==> src/rtl/clock_monitor.sv <==
// clock_monitor: measures a toggle-divided clock against clkIn over a fixed
// gate window and sequences DCM reset retries.
// Build option: define CLOCK_MONITOR_UNLOCK_CNT_EN to count locked_in drops
// on unlock_cnt; otherwise unlock_cnt is tied to 0.
//
// state       | meaning
// ------------+-------------------------------------------------------------
// S_IDLE      | monitoring disabled, waiting for enable
// S_WAIT_LOCK | waiting for DCM lock, 4*WINDOW cycle timeout
// S_MEASURE   | counting tgl_in edges for WINDOW cycles
// S_CHECK     | one cycle: publish count, compare against EXP_LO..EXP_HI
// S_RESET_REQ | dcm_rst held high for RST_PULSE cycles
// S_FAIL      | retries exhausted, sticky until clear
`timescale 1ns/1ps

module clock_monitor #(
   parameter int WINDOW    = 1024,
   parameter int EXP_LO    = 500,
   parameter int EXP_HI    = 524,
   parameter int RETRY_MAX = 3,
   parameter int RST_PULSE = 8
) (
   input  logic        clkIn,
   input  logic        rst,
   input  logic        enable,
   input  logic        tgl_in,
   input  logic        locked_in,
   input  logic        clear,
   output logic        dcm_rst,
   output logic        freq_ok,
   output logic [15:0] count,
   output logic        count_valid,
   output logic        fail,
   output logic [7:0]  unlock_cnt
);

   typedef enum logic [2:0] {
      S_IDLE,
      S_WAIT_LOCK,
      S_MEASURE,
      S_CHECK,
      S_RESET_REQ,
      S_FAIL
   } state_t;

   // One shared down-counter; 18 bits covers 4*65535-1.
   localparam logic [17:0] WAIT_LOAD  = 18'(4 * WINDOW - 1);
   localparam logic [17:0] MEAS_LOAD  = 18'(WINDOW - 1);
   localparam logic [17:0] PULSE_LOAD = 18'(RST_PULSE - 1);
   localparam logic [15:0] CNT_LO     = 16'(EXP_LO);
   localparam logic [15:0] CNT_HI     = 16'(EXP_HI);
   localparam logic [3:0]  RETRY_LIM  = 4'(RETRY_MAX);

   state_t      state, state_nxt;
   logic [17:0] tmr, tmr_nxt;
   logic        cnt_clr;
   logic [15:0] edge_cnt;
   logic [3:0]  retry;
   logic        tgl_s1, tgl_s2, tgl_s3;
   logic        lck_s1, lck_s2;
   logic        edge_det;
   logic        locked;
   logic        in_range;

   // Synchronize the asynchronous inputs; third tgl flop gives the edge history.
   always_ff @(posedge clkIn or posedge rst) begin
      if (rst) begin
         tgl_s1 <= 1'b0;
         tgl_s2 <= 1'b0;
         tgl_s3 <= 1'b0;
         lck_s1 <= 1'b0;
         lck_s2 <= 1'b0;
      end else begin
         tgl_s1 <= tgl_in;
         tgl_s2 <= tgl_s1;
         tgl_s3 <= tgl_s2;
         lck_s1 <= locked_in;
         lck_s2 <= lck_s1;
      end
   end

   assign edge_det = tgl_s2 ^ tgl_s3;
   assign locked   = lck_s2;
   assign in_range = (edge_cnt >= CNT_LO) && (edge_cnt <= CNT_HI);

   // Next-state, timer reload and counter-clear decode.
   always_comb begin
      state_nxt = state;
      tmr_nxt   = (tmr != 18'd0) ? tmr - 18'd1 : 18'd0;
      cnt_clr   = 1'b0;
      case (state)
         S_IDLE: begin
            if (enable) begin
               state_nxt = S_WAIT_LOCK;
               tmr_nxt   = WAIT_LOAD;
            end
         end
         S_WAIT_LOCK: begin
            if (!enable) begin
               state_nxt = S_IDLE;
            end else if (locked) begin
               state_nxt = S_MEASURE;
               tmr_nxt   = MEAS_LOAD;
               cnt_clr   = 1'b1;
            end else if (tmr == 18'd0) begin
               state_nxt = S_RESET_REQ;
               tmr_nxt   = PULSE_LOAD;
            end
         end
         S_MEASURE: begin
            if (!enable) begin
               state_nxt = S_IDLE;
            end else if (!locked) begin
               state_nxt = S_RESET_REQ;
               tmr_nxt   = PULSE_LOAD;
            end else if (tmr == 18'd0) begin
               state_nxt = S_CHECK;
            end
         end
         S_CHECK: begin
            if (!enable) begin
               state_nxt = S_IDLE;
            end else if (in_range) begin
               state_nxt = S_MEASURE;
               tmr_nxt   = MEAS_LOAD;
               cnt_clr   = 1'b1;
            end else begin
               state_nxt = S_RESET_REQ;
               tmr_nxt   = PULSE_LOAD;
            end
         end
         S_RESET_REQ: begin
            if (!enable) begin
               state_nxt = S_IDLE;
            end else if (tmr == 18'd0) begin
               if (retry >= RETRY_LIM) begin
                  // A clear landing on the exhaustion cycle suppresses FAIL.
                  state_nxt = clear ? S_IDLE : S_FAIL;
               end else begin
                  state_nxt = S_WAIT_LOCK;
                  tmr_nxt   = WAIT_LOAD;
               end
            end
         end
         S_FAIL: begin
            if (clear) begin
               state_nxt = S_IDLE;
            end
         end
         default: begin
            state_nxt = S_IDLE;
         end
      endcase
   end

   // State and shared timer registers.
   always_ff @(posedge clkIn or posedge rst) begin
      if (rst) begin
         state <= S_IDLE;
         tmr   <= 18'd0;
      end else begin
         state <= state_nxt;
         tmr   <= tmr_nxt;
      end
   end

   // Saturating edge counter, live only while measuring.
   always_ff @(posedge clkIn or posedge rst) begin
      if (rst) begin
         edge_cnt <= 16'd0;
      end else if (cnt_clr) begin
         edge_cnt <= 16'd0;
      end else if (state == S_MEASURE && edge_det && edge_cnt != 16'hFFFF) begin
         edge_cnt <= edge_cnt + 16'd1;
      end
   end

   // Retry count: bumps on each RESET_REQ entry, clears on a good window.
   always_ff @(posedge clkIn or posedge rst) begin
      if (rst) begin
         retry <= 4'd0;
      end else if (clear) begin
         retry <= 4'd0;
      end else if (state == S_CHECK && state_nxt == S_MEASURE) begin
         retry <= 4'd0;
      end else if (state_nxt == S_RESET_REQ && state != S_RESET_REQ && retry != 4'hF) begin
         retry <= retry + 4'd1;
      end
   end

   // Registered outputs derived from the upcoming state.
   always_ff @(posedge clkIn or posedge rst) begin
      if (rst) begin
         dcm_rst     <= 1'b0;
         fail        <= 1'b0;
         freq_ok     <= 1'b0;
         count       <= 16'd0;
         count_valid <= 1'b0;
      end else begin
         dcm_rst     <= (state_nxt == S_RESET_REQ);
         fail        <= (state_nxt == S_FAIL);
         count_valid <= (state == S_CHECK) && enable;
         if (state == S_CHECK && enable) begin
            count <= edge_cnt;
         end
         if (state == S_CHECK && state_nxt == S_MEASURE) begin
            freq_ok <= 1'b1;
         end else if (state_nxt != S_MEASURE && state_nxt != S_CHECK) begin
            freq_ok <= 1'b0;
         end
      end
   end

`ifdef CLOCK_MONITOR_UNLOCK_CNT_EN
   logic lck_s3;

   // Count synchronized locked_in falling edges, saturating at 255.
   always_ff @(posedge clkIn or posedge rst) begin
      if (rst) begin
         lck_s3     <= 1'b0;
         unlock_cnt <= 8'd0;
      end else begin
         lck_s3 <= lck_s2;
         if (clear) begin
            unlock_cnt <= 8'd0;
         end else if (lck_s3 && !lck_s2 && unlock_cnt != 8'hFF) begin
            unlock_cnt <= unlock_cnt + 8'd1;
         end
      end
   end
`else
   assign unlock_cnt = 8'd0;
`endif

endmodule

==> config.mk <==
export PLATFORM = sky130hd
export DESIGN_NAME = clock_monitor
export DESIGN_NICKNAME = d
export VERILOG_FILES = /design/src/rtl/clock_monitor.sv
export SDC_FILE = /design/constraint.sdc
export NUM_CORES = 1
export LEC_CHECK = 0
export ABC_AREA = 0
export CORE_MARGIN = 10
export CORE_UTILIZATION = 25
export CTS_CLUSTER_SIZE = 20
export DETAILED_ROUTE_END_ITERATION = 8
export PLACE_DENSITY = 0.43
export SLEW_MARGIN = 20
export SYNTH_ARGS = -nofsm -noshare
export SYNTH_HDL_FRONTEND = slang
export SYNTH_SLANG_ARGS = --single-unit
==> constraint.sdc <==
create_clock -name clkIn -period 2.85 [get_ports clkIn]
set_clock_uncertainty 0.2 [all_clocks]
set_input_delay 0.57 -clock clkIn [delete_from_list [all_inputs] [get_ports clkIn]]
set_output_delay 0.57 -clock clkIn [all_outputs]
set_load 0.005 [all_outputs]
== Word level (Yosys, flattened, before mapping) ==
Cells that the tools add are included.
Storage, ports and cells
  flip-flop bits (word level): 66
  bits of input ports: 6
Operators by class
  add/subtract/negate cells: 3
  multiplexer cells: 40
  bitwise operators: 1
  reduce and logical (&&, ||, !) cells: 14
  equal/unequal tests: 13
  $lt $le $gt $ge: 3
Operators by type and width (number)
  two-way mux 18 bit: 11
  case mux 18 bit (5 select lines): 1
  two-way mux 3 bit: 14
  two-way mux 16 bit: 2
  zero test 18 bit: 1
  case mux 3 bit (6 select lines): 1
  nonzero test 18 bit: 1
  subtractor 18 x 1 -> 18 bit, second input constant: 1
  adder 16 x 1 -> 16 bit, second input constant: 1
  greater-or-equal comparator 16 x 9 -> 1 bit, second input constant: 1
  <= comparator 16 x 10 -> 1 bit, second input constant: 1
  inequality test 16 bit, second input constant: 1
  == test 3 bit, second input constant: 4
  two-way mux 4 bit: 3
  two-way mux 10 bit: 1
  == test 3 x 2 -> 1 bit, second input constant: 3
  logical AND 1 bit: 8
  two-way mux 1 bit: 6
  inequality test 3 x 2 -> 1 bit, second input constant: 2
  adder 4 x 1 -> 4 bit, second input constant: 1
  greater-or-equal comparator 4 x 2 -> 1 bit, second input constant: 1
  inequality test 4 bit, second input constant: 1
  nonzero test 2 bit: 2
  == test 3 x 1 -> 1 bit, second input constant: 1
  other kinds (5): 5

== Depth between registers and ports, before layout ==
  depth in word-level cells: 11
  gate-level depth with buffers: 10
  mapped depth without buffers: 9

== Worst setup path after synthesis ==
OpenSTA, ideal clock, no wires.
  kind: register to register
  from: register tmr[0]
  to: register retry[0]
  path buffers: 1
  setup slack: 0.348 ns
  stages on the path, launching flop included: 10
  data arrival time: 2.225 ns
  cells stage by stage: dfrtp_1 -> inv_1 -> ha_1 -> nor3b_2 -> and3_1 -> buf_2 -> nand2_1 -> o2111a_1 -> or4_1 -> a21boi_1
Between the ends
  cells in the longest elaborated chain, start to end: 9
  elaborated cells between the ends (all ways): 18
Ends and longest elaborated chain
  start: declaration: RTL line 55  | logic [17:0] tmr, tmr_nxt;
  start signal: assignment: RTL line 163  | tmr <= tmr_nxt;
  zero test 18 bit (*): RTL line 105, 116, 135
  two-way mux 3 bit, on equally long branches: RTL line 116, 105
  two-way mux 3 bit, on equally long branches: RTL line 113, 101
  two-way mux 3 bit, on equally long branches: RTL line 111, 99
  case mux 3 bit (6 select lines) (*): RTL line 91  | case (state)
  == test 3 x 2 -> 1 bit / == test 3 bit (equally long branches): RTL line 184, 186
  logical AND 1 bit, on equally long branches: RTL line 184, 186
  two-way mux 4 bit / logical AND 1 bit (equally long branches): RTL line 184, 186
  two-way mux 4 bit / nonzero test 3 bit (equally long branches)
  end signal: assignment: RTL line 187  | retry <= retry + 4'd1;
  end: declaration: RTL line 58  | logic [3:0] retry;
Every way passes the cells marked *; elsewhere a longest branch is shown, timed or not.
A chain may end at the register's enable or synchronous reset.

== Worst setup path after layout ==
  from: register tmr[12]
  to: register retry[2]
Between the ends
  cells in the longest elaborated chain, start to end: 9
  elaborated cells between the ends (all ways): 18
Ends and longest elaborated chain
  zero test 18 bit (*): RTL line 105, 116, 135
  two-way mux 3 bit, on equally long branches: RTL line 116, 105
  two-way mux 3 bit, on equally long branches: RTL line 113, 101
  two-way mux 3 bit, on equally long branches: RTL line 111, 99
  case mux 3 bit (6 select lines) (*): RTL line 91
  net state_nxt[2]: RTL line 54  | state_t state, state_nxt;
  == test 3 x 2 -> 1 bit / == test 3 bit (equally long branches): RTL line 184, 186
  logical AND 1 bit, on equally long branches: RTL line 184, 186
  two-way mux 4 bit / logical AND 1 bit (equally long branches): RTL line 184, 186
  two-way mux 4 bit / nonzero test 3 bit (equally long branches)
Mark *: on every way through the listed nets, which the timed path passes. The rest lies on a longest branch.

==> impl_metrics.json <==
{
  "status": "finished, final reports clean",
  "antennaDiodeCount": 0,
  "rsz0062_at_grt": "false",
  "h-tree-depth": 3,
  "grt_use_met3_pct": 2.04,
  "antenna_found_initial": 0,
  "min_period_ns": 2.70,
  "ff2ff_path_depth": 8,
  "synth_flop_cell": "dfrtp_1",
  "cts_buffers": 9,
  "grt_pass1_wl_um": 14300,
  "drc": 0,
  "max_slew_margin_pct": 61.7,
  "clockBufferDepth": 2,
  "r2r-start": "tmr[12]$_DFF_PP0_",
  "cts_tree": "yes",
  "boundaryPins": 34,
  "worstReg2RegEnd": "retry[2]$_DFFE_PP0P_",
  "fill_cells": 1411,
  "setup_violations": 0,
  "synth_edf_count": 0,
  "grt_use_met2_pct": 13.9,
  "die_area_um2": 18900,
  "rows": 42,
  "clock-sinks": 66,
  "nets": 426,
  "cts_root_buffer": "clkbuf_16",
  "hold_violations": 0,
  "met1_usage_pct": 12.9,
  "globalRouteOverflowTotal": 0,
  "clkTransAtPathRegs_ns": 0.05,
  "p_int_mw": 2.06,
  "hpwl_um": 6250,
  "max_cap_viol_count": 0,
  "yosysWarnings": 0,
  "syn_inst": 378,
  "synth_top_area_cell": "dfrtp_1",
  "finalWeightedCongestion": 0.857,
  "comb_power_share_pct": 21.2,
  "syn_avg_cell_area_um2": 9.10,
  "final.setup.worst_slack_ns": 0.146,
  "min_path_type": "flip-flop to flip-flop",
  "whs_endpoint": "tgl_s2$_DFF_PP0_",
  "syn_area_um2": 3440,
  "tightest_slew_ns": 0.575,
  "pre_cts_ws_ns": -0.00289,
  "peakVddDrop_v": 0.000235,
  "critical_path_class": "flip-flop to flip-flop",
  "yosysMostFrequentCell": "dfrtp_1",
  "io_buffers": 25,
  "period_share_pct": 94.9,
  "synth.distinct_cells": 57,
  "async_flop_share_pct": 100,
  "crit_required_ns": 2.90,
  "drtPass1Iterations": 4,
  "cellPowerDensity_nw_per_um2": 685,
  "p_switching_mw": 0.840,
  "critPathMaxFanout": 5,
  "vias": 2756,
  "clkPwrFrac_pct": 34.8,
  "insertion_delay_ns": 0.33,
  "drt-initial-drc-count": 146,
  "ant_nets": 0,
  "rrSetupSlack_ns": 0.15,
  "hp-start": "tgl_s1$_DFF_PP0_",
  "hold_buffers": 0,
  "power_switching_share_pct": 29.0,
  "yosys_register_bits": 66,
  "critPathArrivalTime_ns": 2.75,
  "power.total_mw": 2.90,
  "max_freq_mhz": 370,
  "worst_setup_path_end_kind": "flip-flop",
  "top_usage_layer": "met2",
  "hold_depth": 0,
  "crit_path_start_kind": "flip-flop",
  "die_w_um": 137,
  "layout-drive-gt1-share_pct": 9.76,
  "cts_setup_buffers": 0,
  "post_drt_wl_per_cell_um": 14.2,
  "share_seq_of_total_power_pct": 44.0,
  "wl_um": 8430,
  "ctsResizeCount": 0,
  "synthDominantCellAreaShare_pct": 48.0,
  "yosysSeqAreaShare_pct": 48.0,
  "syn_to_final_growth_pct": 23.1,
  "leakagePower_nw": 1.81,
  "grt_pass1_vias": 2844,
  "grtUsageTotal_pct": 9.55,
  "synth_area_leaders": "dfrtp_1, nand2_1, o21ai_0",
  "vias_per_cell": 4.62,
  "slew_viol_final": 0,
  "core_area_um2": 13300,
  "die_y_um": 137,
  "grt_max_degree": 26,
  "yosys-top-cells-count": "dfrtp_1, nand2_1, nor2_1",
  "initial_core_util_pct": 25.8
}
==> kinds of logic after synthesis <==
logic type	count (synthesis)	share of synthesized area [%]
AND/OR/NAND/NOR	175	25.6
AO/OA/AOI/OAI	72	13.6
flip-flops	66	48.0
XOR/XNOR	22	5.60
buffers and inverters	35	4.76
other	1	0.109
adder cells (fa/ha/maj)	4	1.45
multiplexers	3	0.873
==> flip-flops by register name, indices dropped and copies added (netlist names), 3 cells and up <==
register  cells
edge_cnt     16
retry         4
state         3
count        16
tmr          18
==> critical path, cell delays in order, from the launching register on <==
cell	delay (ns)
dfrtp_1	0.43
or4_4	0.57
or3_1	0.39
o21ai_0	0.24
o2111a_1	0.28
buf_4	0.15
inv_1	0.06
nand4_1	0.10
mux2i_1	0.19
==> per-stage QoR <==
stage	util (%)	hold WS, ns	std cells	cell area, um^2	TNS [ns]
after global routing	31.7	0.165	596	4230	0
after CTS	31.7	0.147	596	4230	0
after global placement	29.7	0.133	581	3960	0
after floorplan	-	0.131	385	3470	0
final	31.7	0.146	596	4230	0
after detailed placement	29.7	0.135	581	3960	-0.00289
==> cell type report <==
cell class | count | area, um^2 | area share (%)
clock buffers | 12 | 256 | 6.06
clock inverters | 3 | 15.0 | 0.355
inverters | 13 | 48.8 | 1.15
multi-input cells | 284 | 1650 | 39.0
flip-flops and latches | 66 | 1650 | 39.0
well taps | 176 | 220 | 5.20
repair buffers | 42 | 390 | 9.22
==> how the worst max path moves through the flow <==
stage	startpoint	to	slack (ns)	cells past startpoint
global placement	enable	retry[0]$_DFFE_PP0P_	0.02	8
detailed placement	enable	retry[0]$_DFFE_PP0P_	-0.003	8
CTS	tmr[12]$_DFF_PP0_	retry[2]$_DFFE_PP0P_	0.17	8
floorplan	tmr[0]$_DFF_PP0_	retry[0]$_DFFE_PP0P_	0.35	9
global route	tmr[12]$_DFF_PP0_	retry[2]$_DFFE_PP0P_	0.01	8
finish	tmr[12]$_DFF_PP0_	retry[2]$_DFFE_PP0P_	0.15	8
==> metal layers <==
metal,wire [um],up-vias
met5,0,-
met2,3700,47
met1,4340,1322
met4,125,0
li1,-,1380
met3,268,7
==> cell usage in the layout (no fill, tap or decap), drive strengths merged, types with 12 or more instances in the layout <==
master         instances
inv                   13
clkdlybuf4s50         25
xnor2                 12
o21ai                 28
buf                   17
dfrtp                 66
or3                   12
a21oi                 15
nor3                  12
nor2                  34
nand2                 63
clkbuf                12
==> power by group through the flow <==
stage | Combinational [mW] | Sequential (mW) | Clock [mW]
after floorplan | 0.358 | 1.25 | 0
after global placement | 0.623 | 1.29 | 0
after detailed placement | 0.627 | 1.29 | 0
after CTS | 0.631 | 1.28 | 1.05
after global routing | 0.712 | 1.31 | 1.08
final | 0.615 | 1.27 | 1.01
No activity file was read; power rests on OpenSTA's default activity.
